===== src/rtl/pic_pkg.sv =====
// Shared types and helpers for the PIC INTA-sequence / cascade controller.
package pic_pkg;

    typedef enum logic [2:0] {
        IDLE = 3'd0,
        P1   = 3'd1,
        G1   = 3'd2,
        P2   = 3'd3,
        G2   = 3'd4,
        P3   = 3'd5
    } pic_state_e;

    localparam logic [7:0] CALL_OPCODE = 8'hCD;

    // Returns {valid, idx}; valid only when exactly one bit of vec is set.
    function automatic logic [6:0] onehot_encode(input logic [63:0] vec);
        logic [5:0] idx;
        logic [6:0] cnt;
        idx = 6'd0;
        cnt = 7'd0;
        for (int i = 0; i < 64; i++) begin
            if (vec[i]) begin
                idx = 6'(i);
                cnt = cnt + 7'd1;
            end
        end
        return {(cnt == 7'd1), idx};
    endfunction

endpackage


===== src/rtl/pic_inta_edge.sv =====
// Registers the (already synchronised) INTA strobe and reports its edges.
module pic_inta_edge (
    input  logic clk,
    input  logic rst_n,
    input  logic inta_n,
    output logic fall,
    output logic rise
);

    logic inta_q_r;

    // Previous-cycle copy of inta_n; idles high like the bus.
    always_ff @(posedge clk or negedge rst_n) begin
        if (!rst_n) begin
            inta_q_r <= 1'b1;
        end else begin
            inta_q_r <= inta_n;
        end
    end

    assign fall = inta_q_r & ~inta_n;
    assign rise = ~inta_q_r & inta_n;

endmodule


===== src/rtl/pic_cascade_seq.sv =====
// INTA-sequence and cascade controller. Define PIC_CASCADE_CALL3_EN to add the
// 8080 three-pulse (CALL) mode and the mode_8086 input.
module pic_cascade_seq
    import pic_pkg::*;
#(
    parameter int N_CH = 8,
    parameter int ID_W = $clog2(N_CH)
) (
`ifdef PIC_CASCADE_CALL3_EN
    input  logic            mode_8086,
`endif
    input  logic            clk,
    input  logic            rst_n,
    input  logic            inta_n,
    input  logic            sngl,
    input  logic            sp_en,
    input  logic [7:0]      icw2,
    input  logic [N_CH-1:0] icw3,
    input  logic [N_CH-1:0] irq_grant,
    input  logic [ID_W-1:0] cas_in,
    output logic [ID_W-1:0] cas_out,
    output logic            cas_oe,
    output logic [7:0]      vec_out,
    output logic            vec_oe,
    output logic [N_CH-1:0] isr_set,
    output logic            spurious
);

    pic_state_e      state_r;
    logic [ID_W-1:0] idx_r;
    logic            sngl_r;
    logic            sp_en_r;
    logic [7:0]      icw2_r;
    logic [N_CH-1:0] icw3_r;
    logic            sel_r;
    logic            three_pulse_r;

    logic            fall_s;
    logic            rise_s;
    logic [63:0]     grant_ext_s;
    logic [6:0]      enc_s;
    logic [ID_W-1:0] grant_idx_s;
    logic            three_req_s;
    logic            own_p1_s;
    logic            sel_next_s;
    logic            own_p2_s;
    logic            own_p3_s;
    logic            cas_on_s;
    logic [7:0]      vec_s;

    pic_inta_edge u_edge (
        .clk    (clk),
        .rst_n  (rst_n),
        .inta_n (inta_n),
        .fall   (fall_s),
        .rise   (rise_s)
    );

    // Widen the grant so the fixed-width package encoder serves any N_CH.
    always_comb begin
        grant_ext_s              = 64'd0;
        grant_ext_s[N_CH-1:0]    = irq_grant;
    end

    assign enc_s       = onehot_encode(grant_ext_s);
    assign grant_idx_s = enc_s[6] ? ID_W'(enc_s[5:0]) : ID_W'(N_CH - 1);

`ifdef PIC_CASCADE_CALL3_EN
    assign three_req_s = ~mode_8086;
`else
    assign three_req_s = 1'b0;
`endif

    // Ownership terms per phase; P1 uses live inputs because nothing is latched yet.
    always_comb begin
        own_p1_s   = sngl | (sp_en & ~icw3[grant_idx_s]);
        sel_next_s = ~sp_en_r & ~sngl_r & (cas_in == icw3_r[ID_W-1:0]);
        own_p2_s   = sngl_r | (sp_en_r & ~icw3_r[idx_r]) | (~sp_en_r & sel_next_s);
        own_p3_s   = sngl_r | (sp_en_r & ~icw3_r[idx_r]) | (~sp_en_r & sel_r);
        cas_on_s   = sp_en_r & ~sngl_r & icw3_r[idx_r];
        vec_s      = icw2_r;
        vec_s[ID_W-1:0] = idx_r;
    end

    // Acknowledge sequencer with all outputs registered.
    always_ff @(posedge clk or negedge rst_n) begin
        if (!rst_n) begin
            state_r       <= IDLE;
            idx_r         <= '0;
            sngl_r        <= 1'b0;
            sp_en_r       <= 1'b0;
            icw2_r        <= 8'd0;
            icw3_r        <= '0;
            sel_r         <= 1'b0;
            three_pulse_r <= 1'b0;
            cas_out       <= '0;
            cas_oe        <= 1'b0;
            vec_out       <= 8'd0;
            vec_oe        <= 1'b0;
            isr_set       <= '0;
            spurious      <= 1'b0;
        end else begin
            isr_set  <= '0;
            spurious <= 1'b0;
            case (state_r)
                IDLE: begin
                    if (fall_s) begin
                        idx_r         <= grant_idx_s;
                        sngl_r        <= sngl;
                        sp_en_r       <= sp_en;
                        icw2_r        <= icw2;
                        icw3_r        <= icw3;
                        sel_r         <= 1'b0;
                        three_pulse_r <= three_req_s;
                        if (enc_s[6]) begin
                            isr_set <= irq_grant;
                        end else begin
                            spurious <= 1'b1;
                        end
                        if (three_req_s && own_p1_s) begin
                            vec_oe  <= 1'b1;
                            vec_out <= CALL_OPCODE;
                        end
                        state_r <= P1;
                    end
                end
                P1: begin
                    if (rise_s) begin
                        vec_oe  <= 1'b0;
                        vec_out <= 8'd0;
                        cas_oe  <= cas_on_s;
                        cas_out <= cas_on_s ? idx_r : '0;
                        state_r <= G1;
                    end
                end
                G1: begin
                    if (fall_s) begin
                        sel_r   <= sel_next_s;
                        vec_oe  <= own_p2_s;
                        vec_out <= own_p2_s ? vec_s : 8'd0;
                        state_r <= P2;
                    end
                end
                P2: begin
                    if (rise_s) begin
                        vec_oe  <= 1'b0;
                        vec_out <= 8'd0;
                        if (three_pulse_r) begin
                            state_r <= G2;
                        end else begin
                            cas_oe  <= 1'b0;
                            cas_out <= '0;
                            state_r <= IDLE;
                        end
                    end
                end
                G2: begin
                    if (fall_s) begin
                        vec_oe  <= own_p3_s;
                        vec_out <= own_p3_s ? icw2_r : 8'd0;
                        state_r <= P3;
                    end
                end
                P3: begin
                    if (rise_s) begin
                        vec_oe  <= 1'b0;
                        vec_out <= 8'd0;
                        cas_oe  <= 1'b0;
                        cas_out <= '0;
                        state_r <= IDLE;
                    end
                end
                default: begin
                    state_r <= IDLE;
                end
            endcase
        end
    end

endmodule

===== config.mk =====
export PLATFORM = sky130hd
export DESIGN_NAME = pic_cascade_seq
export DESIGN_NICKNAME = d
export VERILOG_FILES = /design/src/rtl/pic_pkg.sv /design/src/rtl/pic_inta_edge.sv /design/src/rtl/pic_cascade_seq.sv
export SDC_FILE = /design/constraint.sdc
export NUM_CORES = 1
export LEC_CHECK = 0
export CORE_MARGIN = 3
export CORE_UTILIZATION = 40
export CTS_CLUSTER_SIZE = 24
export DETAILED_ROUTE_END_ITERATION = 8
export PLACE_DENSITY = 0.68
export SLEW_MARGIN = 5
export SYNTH_ARGS = -nofsm -noshare
export SYNTH_HDL_FRONTEND = slang
export SYNTH_HIERARCHICAL = 1
export SYNTH_SLANG_ARGS = --single-unit

===== constraint.sdc =====
create_clock -name clk -period 2.1 [get_ports clk]
set_input_delay 0.42 -clock clk [delete_from_list [all_inputs] [get_ports clk]]
set_output_delay 0.42 -clock clk [all_outputs]
set_load 0.03 [all_outputs]

## After elaboration in Yosys (flattened, before gate mapping)

Cells that the tools add are included.

| word-level totals | value |
|---|---|
| bits in registers | 48 |
| bits in latches | 0 |
| memory bits (writable) | 0 |
| memory bits (read-only) | 0 |
| input bits | 32 |
| output and inout port bits | 22 |
| logic and storage cells | 112 |
| memories | 0 |

| cells by class | value |
|---|---|
| add/subtract/negate cells | 7 |
| $mul | 0 |
| div/mod/pow operators | 0 |
| $lt $le $gt $ge | 1 |
| eq/ne operators | 14 |
| shift operators | 0 |
| muxes and demuxes | 48 |
| bitwise logic cells | 17 |
| reductions and logical operators | 11 |

Operator list:

| operator | count |
|---|---|
| $mux W8 | 8 |
| $add A7 B1 Y7 const B | 7 |
| $mux W7 | 7 |
| $mux W3 | 14 |
| $pmux W8 S3 | 1 |
| $pmux W3 S5 | 1 |
| $mux W1 | 12 |
| $ne A2 B2 Y1 const B | 6 |
| $and A1 B1 Y1 | 9 |
| $reduce_and A4 Y1 | 2 |
| $eq A7 B1 Y1 const B | 1 |
| $eq A3 B2 Y1 const B | 2 |
| $eq A3 B3 Y1 const B | 2 |
| $pmux W3 S2 | 1 |
| $reduce_and A6 Y1 | 1 |
| $reduce_bool A3 Y1 | 2 |
| $not A1 Y1 | 5 |
| $lt A3 B4 Y1 const B | 1 |
| $pmux W1 S2 | 2 |
| $bmux W1 S3 | 1 |
| $eq A3 B1 Y1 const B | 1 |
| $eq A3 B3 Y1 | 1 |
| $logic_not A3 Y1 | 1 |
| $or A1 B1 Y1 | 3 |
| 7 further kinds | 7 |

## Longest topological paths before layout

Gate-level depths: netlist (run 1).

| depth | value |
|---|---|
| word-level depth | 19 |
| gate-level depth with buffers | 20 |
| gate-level depth less buffers | 20 |

## By module

The synthesis (run 1) kept the hierarchy.

Modules (own cells, without submodules):

| module | times used | cells each | area an instance (µm²) | sequential area each (µm²) |
|---|---|---|---|---|
| pic_cascade_seq | 1 | 236 | 2,548.7 | 1,176.1 |
| pic_inta_edge | 1 | 3 | 41.3 | 26.3 |

## Worst setup path before layout (run 1)

OpenSTA, ideal clock, no wires.

| path | value |
|---|---|
| kind | input to register |
| start point | input port irq_grant[0] |
| end point | register spurious |
| library setup time | 0.124 ns |
| arrival | 4.105 ns |
| required time | 1.976 ns |
| path slack | -2.129 ns |
| stages on the path | 18 |
| path buffers | 0 |
| path through | inv_1 ha_1 xor2_1 ha_1 nand2_1 o31ai_1 ha_1 nand2b_1 o21a_1 ha_1 mux2_2 o31a_1 ha_1 mux2_2 ha_1 nor2b_1 o221ai_4 o31a_1 |

| on the way | value |
|---|---|
| word-level cells in the longest chain between the ends | 19 |

RTL lines:

| element | RTL line | RTL |
|---|---|---|
| start: declaration | pic_cascade_seq.sv:19 | `input logic [N_CH-1:0] irq_grant,` |
| $mux W1 (*) | pic_pkg.sv:22 | `if (vec[i]) begin` |
| $add A7 B1 Y7 | pic_pkg.sv:24 | `cnt = cnt + 7'd1;` |
| $mux W7 (*) | pic_pkg.sv:22 |  |
| $add A7 B1 Y7 | pic_pkg.sv:24 |  |
| $mux W7 (*) | pic_pkg.sv:22 |  |
| $add A7 B1 Y7 | pic_pkg.sv:24 |  |
| $mux W7 (*) | pic_pkg.sv:22 |  |
| $add A7 B1 Y7 | pic_pkg.sv:24 |  |
| [... 3 more ...] | n/a |  |
| $add A7 B1 Y7 | pic_pkg.sv:24 |  |
| $mux W7 (*) | pic_pkg.sv:22 |  |
| $add A7 B1 Y7 | pic_pkg.sv:24 |  |
| $mux W7 (*) | pic_pkg.sv:22 |  |
| $eq A7 B1 Y1 (*) | pic_pkg.sv:27 | `return {(cnt == 7'd1), idx};` |
| $mux W1 (*) | pic_cascade_seq.sv:115 | `if (enc_s[6]) begin` |
| $mux W1 (*) | pic_cascade_seq.sv:107 | `if (fall_s) begin` |
| $mux W1 (*) | pic_cascade_seq.sv:105 | `case (state_r)` |
| end signal: assignment | pic_cascade_seq.sv:101 | `spurious <= 1'b0;` |
| end signal: assignment | pic_cascade_seq.sv:104 | `spurious <= 1'b0;` |
| end signal: assignment | pic_cascade_seq.sv:118 | `spurious <= 1'b1;` |
| end: declaration | pic_cascade_seq.sv:26 | `output logic spurious` |

Mark *: on every way between the ends. The rest lies on a longest branch, timed or not.
A chain may end at the register's enable or synchronous reset.

## Worst setup path in the final report (run 1)

Ends and elaborated chain as after synthesis.

==> impl_metrics.py, run 1 <==
metrics = {
    "floorplanning": {
        "die_w_um": 86.5,
        "core_mm2": 0.00610,
        "die-area_mm2": 0.00748,
        "io_pins": 54,
        "die_y_um": 86.5,
        "start_util_pct": 42.5,
        "row_count": 28,
    },
    "setup_path": {
        "startpoint": "irq_grant[0]",
        "crit_path_end": "spurious$_DFF_PN0_",
        "endpoint_kind": "flip-flop",
        "reg2reg_from": "idx_r[1]$_DFFE_PN0P_",
        "r2r-end": "vec_out[6]$_DFFE_PN0P_",
        "critPathSlowestCell": "ha_1",
        "critPathBufInv": 2,
        "crit_type": "input port to flip-flop",
        "cp.arrival_ns": 3.85,
        "crit_path_max_fanout": 5,
        "cp.required_ns": 2.28,
        "r2r_slack_ns": 0.25,
        "cp_cell_sequence": "buf_8 > inv_8 > ha_4 > xor2_1 > ha_1 > nand2_2 > o31ai_4 > ha_4 > nand2b_4 > o21a_1 > ha_1 > mux2_4 > o31a_1 > ha_4 > mux2_4 > ha_4 > mux2i_4 > a31oi_4 > o31a_1",
        "slowest_delay_ns": 0.30,
        "start_kind": "input port",
        "reg2regPathDepth": 6,
        "cp_top_family": "adder cells",
        "critical_path.most_common_cell": "ha_4",
        "worst-path-stages": 19,
    },
    "cells_and_area": {
        "antenna_cells": 0,
        "mostFrequentLayoutCell": "clkdlybuf4s50_1",
        "synthToLayoutAreaGrowth_pct": 51.4,
        "fill_cells": 478,
        "fin_cells": 409,
        "num-nets-final": 372,
        "final_cell_mix": "49 x clkdlybuf4s50_1, 47 x dfrtp_1, 39 x buf_4, 25 x nand2_1, 17 x mux2_2",
        "fin_util_pct": 64.3,
        "layout-drive-gt1-share_pct": 34.4,
    },
    "timing": {
        "skew_ns": 0.00454,
        "grt_setup_unrepaired": "yes",
        "fmax_mhz": 273,
        "final.min_clock_period_ns": 3.67,
        "hold_viol": 0,
        "slew_viol_final": 0,
        "period_share_pct": 175,
        "setup_ws_ns": -1.57,
        "slew_headroom_pct": 58.9,
        "worst_pin_slew_ns": 0.613,
        "setup_viol": 12,
    },
    "power_and_ir_drop": {
        "power_leakage_uw": 0.00167,
        "power.density_mw_per_mm2": 1090,
        "worst_ir_drop_vdd_mv": 0.596,
    },
    "synthesis": {
        "synthCells": 239,
        "synth_area_mm2": 0.00259,
        "yosysWarnings": 6,
        "ys.flop_type": "dfrtp_1",
        "avgSynthCellArea_um2": 10.8,
        "seq_area_frac_synth_pct": 46.4,
        "synth.net_count": 278,
        "synth-edff-count": 0,
        "synthArstFlopShare_pct": 100,
        "synth_seq_cells": 48,
        "yosysUniqueCellTypes": 51,
    },
    "global_routing": {
        "grt_max_degree": 49,
        "grt_pass1_wl_mm": 10.8,
        "grt_overflow_total": 0,
        "grt.total_usage_pct": 18.0,
        "grt_pass1_vias": 2226,
        "antenna_found_initial": 0,
    },
    "route": {
        "wl_per_cell_um": 15.5,
        "first_pass_iters": 4,
        "drt_iter0_markers": 126,
        "num_vias": 2202,
        "drc": 0,
        "ant_nets": 0,
        "viasPerCell": 5.38,
        "routed_wl_mm": 6.33,
    },
    "clocking": {
        "cts_sinks": 48,
        "clk_latency_ns": 0.29,
        "cts_tree": "yes",
        "holdBufCountCts": 0,
        "clk_pin_slew_ns": 0.09,
        "cts_buffer_depth": 2,
        "cts_root_buf": "clkbuf_8",
        "cts_made_buffers": 5,
        "htreeDepth": 2,
    },
    "run_status": {
        "violations": "setup timing",
        "status": "finished, violations left",
    },
    "worst_hold_path": {
        "hold_class": "input port to async pin",
    },
    "placed_design": {
        "dp.cells": 396,
        "gp_congestion": 0.839,
        "port_buffers": 53,
        "dp_hpwl_mm": 4.50,
    },
    "job": {
        "cap_violations": 0,
    },
}
[worst reg2reg max path, cell delays in order (launching register included)]
cell      delay [ns]
dfrtp_1         0.57
mux2i_1         0.15
nand3b_1        0.13
nand4_1         0.13
o31a_1          0.31
o21ba_2         0.27
a22o_1          0.19
[routing by layer]
metal	track usage (%)	wire [um]
met1	23.4	2760
met2	30.9	3250
met3	2.95	263
met4	5.52	57
met5	0	0
[synthesized netlist by cell type (3+ instances only)]
| cell | n | area [um2] |
|---|---|---|
| nand2_1 | 28 | 105 |
| nor2b_1 | 3 | 18.8 |
| xor2_1 | 3 | 26.3 |
| nor2_1 | 16 | 60.1 |
| a22o_1 | 8 | 70.1 |
| a22oi_1 | 3 | 22.5 |
| o21ai_0 | 9 | 45.0 |
| nand3_1 | 4 | 20.0 |
| inv_1 | 8 | 30.0 |
| nand3b_1 | 3 | 22.5 |
| o31a_1 | 4 | 35.0 |
| dfrtp_1 | 47 | 1180 |
| mux2_2 | 19 | 214 |
| nor3_1 | 4 | 20.0 |
| nor4_1 | 10 | 62.6 |
| xnor2_1 | 7 | 61.3 |
| ha_1 | 7 | 87.6 |
| mux2i_1 | 5 | 50.1 |
| clkbuf_1 | 9 | 33.8 |
[power by group]
group | total (uW) | switching [uW] | internal, uW | leakage [uW]
combinational | 2090 | 979 | 1110 | 0.00100
sequential | 1500 | 258 | 1240 | 0.000609
clock | 690 | 300 | 389 | 0.0000614
[cells by family (layout without fill, tap and decap cells)]
kind of cell	Yosys count	count (layout)	synth area share, %
buffers and inverters	20	113	3.24
flip-flops	48	48	46.4
adder cells (fa/ha/maj)	8	8	3.77
AND/OR/NAND/NOR	83	83	16.1
multiplexers	24	24	10.2
XOR/XNOR	14	14	6.72
AO/OA/AOI/OAI	42	44	13.6
[state kept, by name, indices dropped and copies added (netlist names)]
signal           flops
sngl_r               1
sel_r                1
cas_out              3
sp_en_r              1
icw3_r               8
cas_oe               1
isr_set              8
icw2_r               8
u_edge/inta_q_r      1
state_r              3
vec_oe               1
vec_out              8
spurious             1
idx_r                3
[final cells by class]
| cell class | instances | area (um2) | area share (%) |
|---|---|---|---|
| clock buffer | 6 | 82.6 | 2.11 |
| clock inverter | 2 | 38.8 | 0.989 |
| inverter | 8 | 42.5 | 1.08 |
| multi-input combinational | 173 | 1560 | 39.8 |
| sequential | 48 | 1200 | 30.7 |
| tap | 75 | 93.8 | 2.39 |
| timing repair buffer | 97 | 902 | 23.0 |
[through the flow]
stage | setup WS (ns) | hold slack, ns | setup TNS [ns] | instance area (um2) | power, uW
after floorplan | -1.84 | 0.124 | -20.51 | 2670 | 2640
after global placement | -2.53 | 0.420 | -29.06 | 3570 | 3270
after detailed placement | -2.61 | 0.421 | -29.91 | 3570 | 3310
after CTS | -1.57 | 0.0999 | -17.84 | 3840 | 4190
after global routing | -1.75 | 0.104 | -19.78 | 3920 | 4550
final | -1.57 | 0.0991 | -17.86 | 3920 | 4280
[worst min path at each step]
stage                      from                     end  cells after the start
after floorplan           rst_n      cas_oe$_DFFE_PN0P_                      0
after global placement    rst_n  state_r[0]$_DFFE_PN0P_                      2
after detailed placement  rst_n  cas_out[1]$_DFFE_PN0P_                      2
after CTS                 rst_n  vec_out[0]$_DFFE_PN0P_                      2
after global routing      rst_n  state_r[2]$_DFFE_PN0P_                      2
final                     rst_n      sngl_r$_DFFE_PN0P_                      2
[repair_timing]
action                                  CTS  global route
gates cloned                              2             0
resized for setup                        31            11
pin swaps                                16             9
endpoints found under the setup margin   12            12
setup buffers                             1             2
Power figures use the tool's default switching activity.
==> inputs of run 2 (changes only) <==
--- a/config.mk
+++ b/config.mk
@@ -5,6 +5,7 @@
 export SDC_FILE = /design/constraint.sdc
 export NUM_CORES = 1
 export LEC_CHECK = 0
+export CORE_ASPECT_RATIO = 1.75
 export CORE_MARGIN = 3
 export CORE_UTILIZATION = 40
 export CTS_CLUSTER_SIZE = 24
==> impl_metrics.py, run 2 (synthesis results as in run 1) <==
metrics = {
    "run_status": {
        "status": "finished, violations left",
        "violations": "setup timing",
    },
    "route": {
        "viasPerCell": 5.26,
        "drc": 0,
        "num_vias": 2248,
        "routed_wl_mm": 6.65,
        "ant_nets": 0,
        "drt_iter0_markers": 57,
        "wl_per_cell_um": 15.6,
        "first_pass_iters": 4,
    },
    "power_and_ir_drop": {
        "worst_ir_drop_vdd_mv": 0.512,
        "power.density_mw_per_mm2": 1060,
        "power_leakage_uw": 0.00171,
    },
    "clocking": {
        "clk_pin_slew_ns": 0.08,
        "cts_sinks": 48,
        "cts_tree": "yes",
        "htreeDepth": 2,
        "cts_made_buffers": 5,
        "holdBufCountCts": 0,
        "cts_root_buf": "clkbuf_8",
        "clk_latency_ns": 0.30,
        "cts_buffer_depth": 2,
    },
    "global_routing": {
        "grt_max_degree": 27,
        "grt_overflow_total": 0,
        "grt_pass1_wl_mm": 11.0,
        "grt.total_usage_pct": 19.5,
        "antenna_found_initial": 0,
        "grt_pass1_vias": 2437,
    },
    "worst_hold_path": {
        "hold_class": "input port to async pin",
    },
    "timing": {
        "slew_viol_final": 0,
        "grt_setup_unrepaired": "yes",
        "hold_viol": 0,
        "setup_viol": 12,
        "setup_ws_ns": -1.71,
        "period_share_pct": 181,
        "slew_headroom_pct": 54.1,
        "worst_pin_slew_ns": 0.688,
        "fmax_mhz": 263,
        "final.min_clock_period_ns": 3.81,
        "hold_ws_ns": 0.0880,
        "skew_ns": 0.00558,
    },
    "placed_design": {
        "pre_cts_ws_ns": -2.72,
        "dp_hpwl_mm": 5.04,
        "gp_congestion": 0.842,
        "port_buffers": 53,
    },
    "cells_and_area": {
        "layout-drive-gt1-share_pct": 36.0,
        "mostFrequentLayoutCell": "buf_4",
        "final_cell_mix": "53 x buf_4, 49 x clkdlybuf4s50_1, 47 x dfrtp_1, 26 x nand2_1, 17 x mux2_2",
        "fill_cells": 502,
        "synthToLayoutAreaGrowth_pct": 53.0,
        "antenna_cells": 0,
        "num-nets-final": 385,
        "fin_util_pct": 63.6,
    },
    "setup_path": {
        "reg2regPathDepth": 6,
        "cp.required_ns": 2.31,
        "crit_type": "input port to flip-flop",
        "r2r_slack_ns": 0.21,
        "cp_cell_sequence": "buf_8 > inv_8 > ha_4 > xor2_1 > ha_1 > nand2_1 > o31ai_2 > ha_1 > nand2b_4 > o21a_1 > ha_1 > mux2_4 > o31a_1 > ha_4 > mux2_4 > ha_4 > mux2i_4 > a31oi_4 > nor4_1",
        "reg2reg_from": "u_edge/inta_q_r$_DFF_PN1_",
        "critPathSlowestCell": "ha_1",
        "r2r-end": "idx_r[2]$_DFFE_PN0P_",
        "slowest_delay_ns": 0.31,
        "endpoint_kind": "flip-flop",
        "start_kind": "input port",
        "crit_path_max_fanout": 5,
        "cp.arrival_ns": 4.01,
    },
    "floorplanning": {
        "row_count": 38,
        "io_pins": 54,
        "core_mm2": 0.00623,
        "die_w_um": 66.8,
        "start_util_pct": 41.6,
        "die_y_um": 112,
        "die-area_mm2": 0.00751,
    },
    "job": {
        "cap_violations": 0,
    },
}
[run 2: changes by cell type in the layout (fill, tap and decap cells not counted), sizes merged]
cell           change
bufinv             -1
clkinvlp           +1
buf               +14
clkdlybuf4s15      +1
clkinv             -1
o221ai             -1
[run 2: cell type report]
type,instances,area (um2),area share (%)
inverter,8,42.5,1.07
clock buffer,7,86.3,2.18
clock inverter,1,7.51,0.189
multi-input combinational,172,1510,38.1
timing repair buffer,111,1010,25.6
tap,80,100,2.53
sequential,48,1200,30.3
[run 2: timing repair]
item,in CTS,in global routing
gates cloned,1,0
setup endpoints to repair,12,12
hold endpoints to repair,0,0
pin swaps,14,1
setup buffers,7,3
gates resized for setup,35,4
[run 2: worst max-delay path: cells and delay by family]
kind                     cells  cell delay (ns)
adder cells (fa/ha/maj)      6             1.51
AO/OA/AOI/OAI                4             0.50
multiplexers                 3             0.77
AND/OR/NAND/NOR              3             0.53
buffers and inverters        2             0.12
XOR/XNOR                     1             0.16
[run 2: worst max-delay path by stage]
stage	start	to	slack (ns)
2_1_floorplan	irq_grant[0]	spurious$_DFF_PN0_	-1.84
3_3_place_gp	irq_grant[0]	isr_set[7]$_DFF_PN0_	-2.61
3_5_place_dp	irq_grant[0]	isr_set[7]$_DFF_PN0_	-2.72
4_1_cts	irq_grant[0]	isr_set[2]$_DFF_PN0_	-1.66
5_1_grt	irq_grant[0]	isr_set[7]$_DFF_PN0_	-1.82
6_report	irq_grant[0]	isr_set[7]$_DFF_PN0_	-1.71
[run 2: power breakdown]
part           switching [uW]  internal, uW  total, uW
combinational            1000          1150       2160
sequential                258          1240       1500
clock                     297           268        564
total                    1560          2660       4220
[run 2: through the flow]
step           setup TNS, ns  total power (uW)  cells  area [um2]
2_1_floorplan         -20.51              2640    239        2670
3_3_place_gp          -30.44              3280    409        3640
3_5_place_dp          -32.14              3350    409        3640
4_1_cts               -19.20              4180    424        3910
5_1_grt               -21.19              4480    427        3960
6_report              -19.62              4220    427        3960
[run 2: per-layer routing]
metal,share of wire (%),vias to the layer above,global-route usage [%]
met5,0,-,0
met4,4.3,0,11.1
met3,3.1,19,3.10
met2,61,54,37.2
met1,32,1099,18.6
li1,-,1076,-
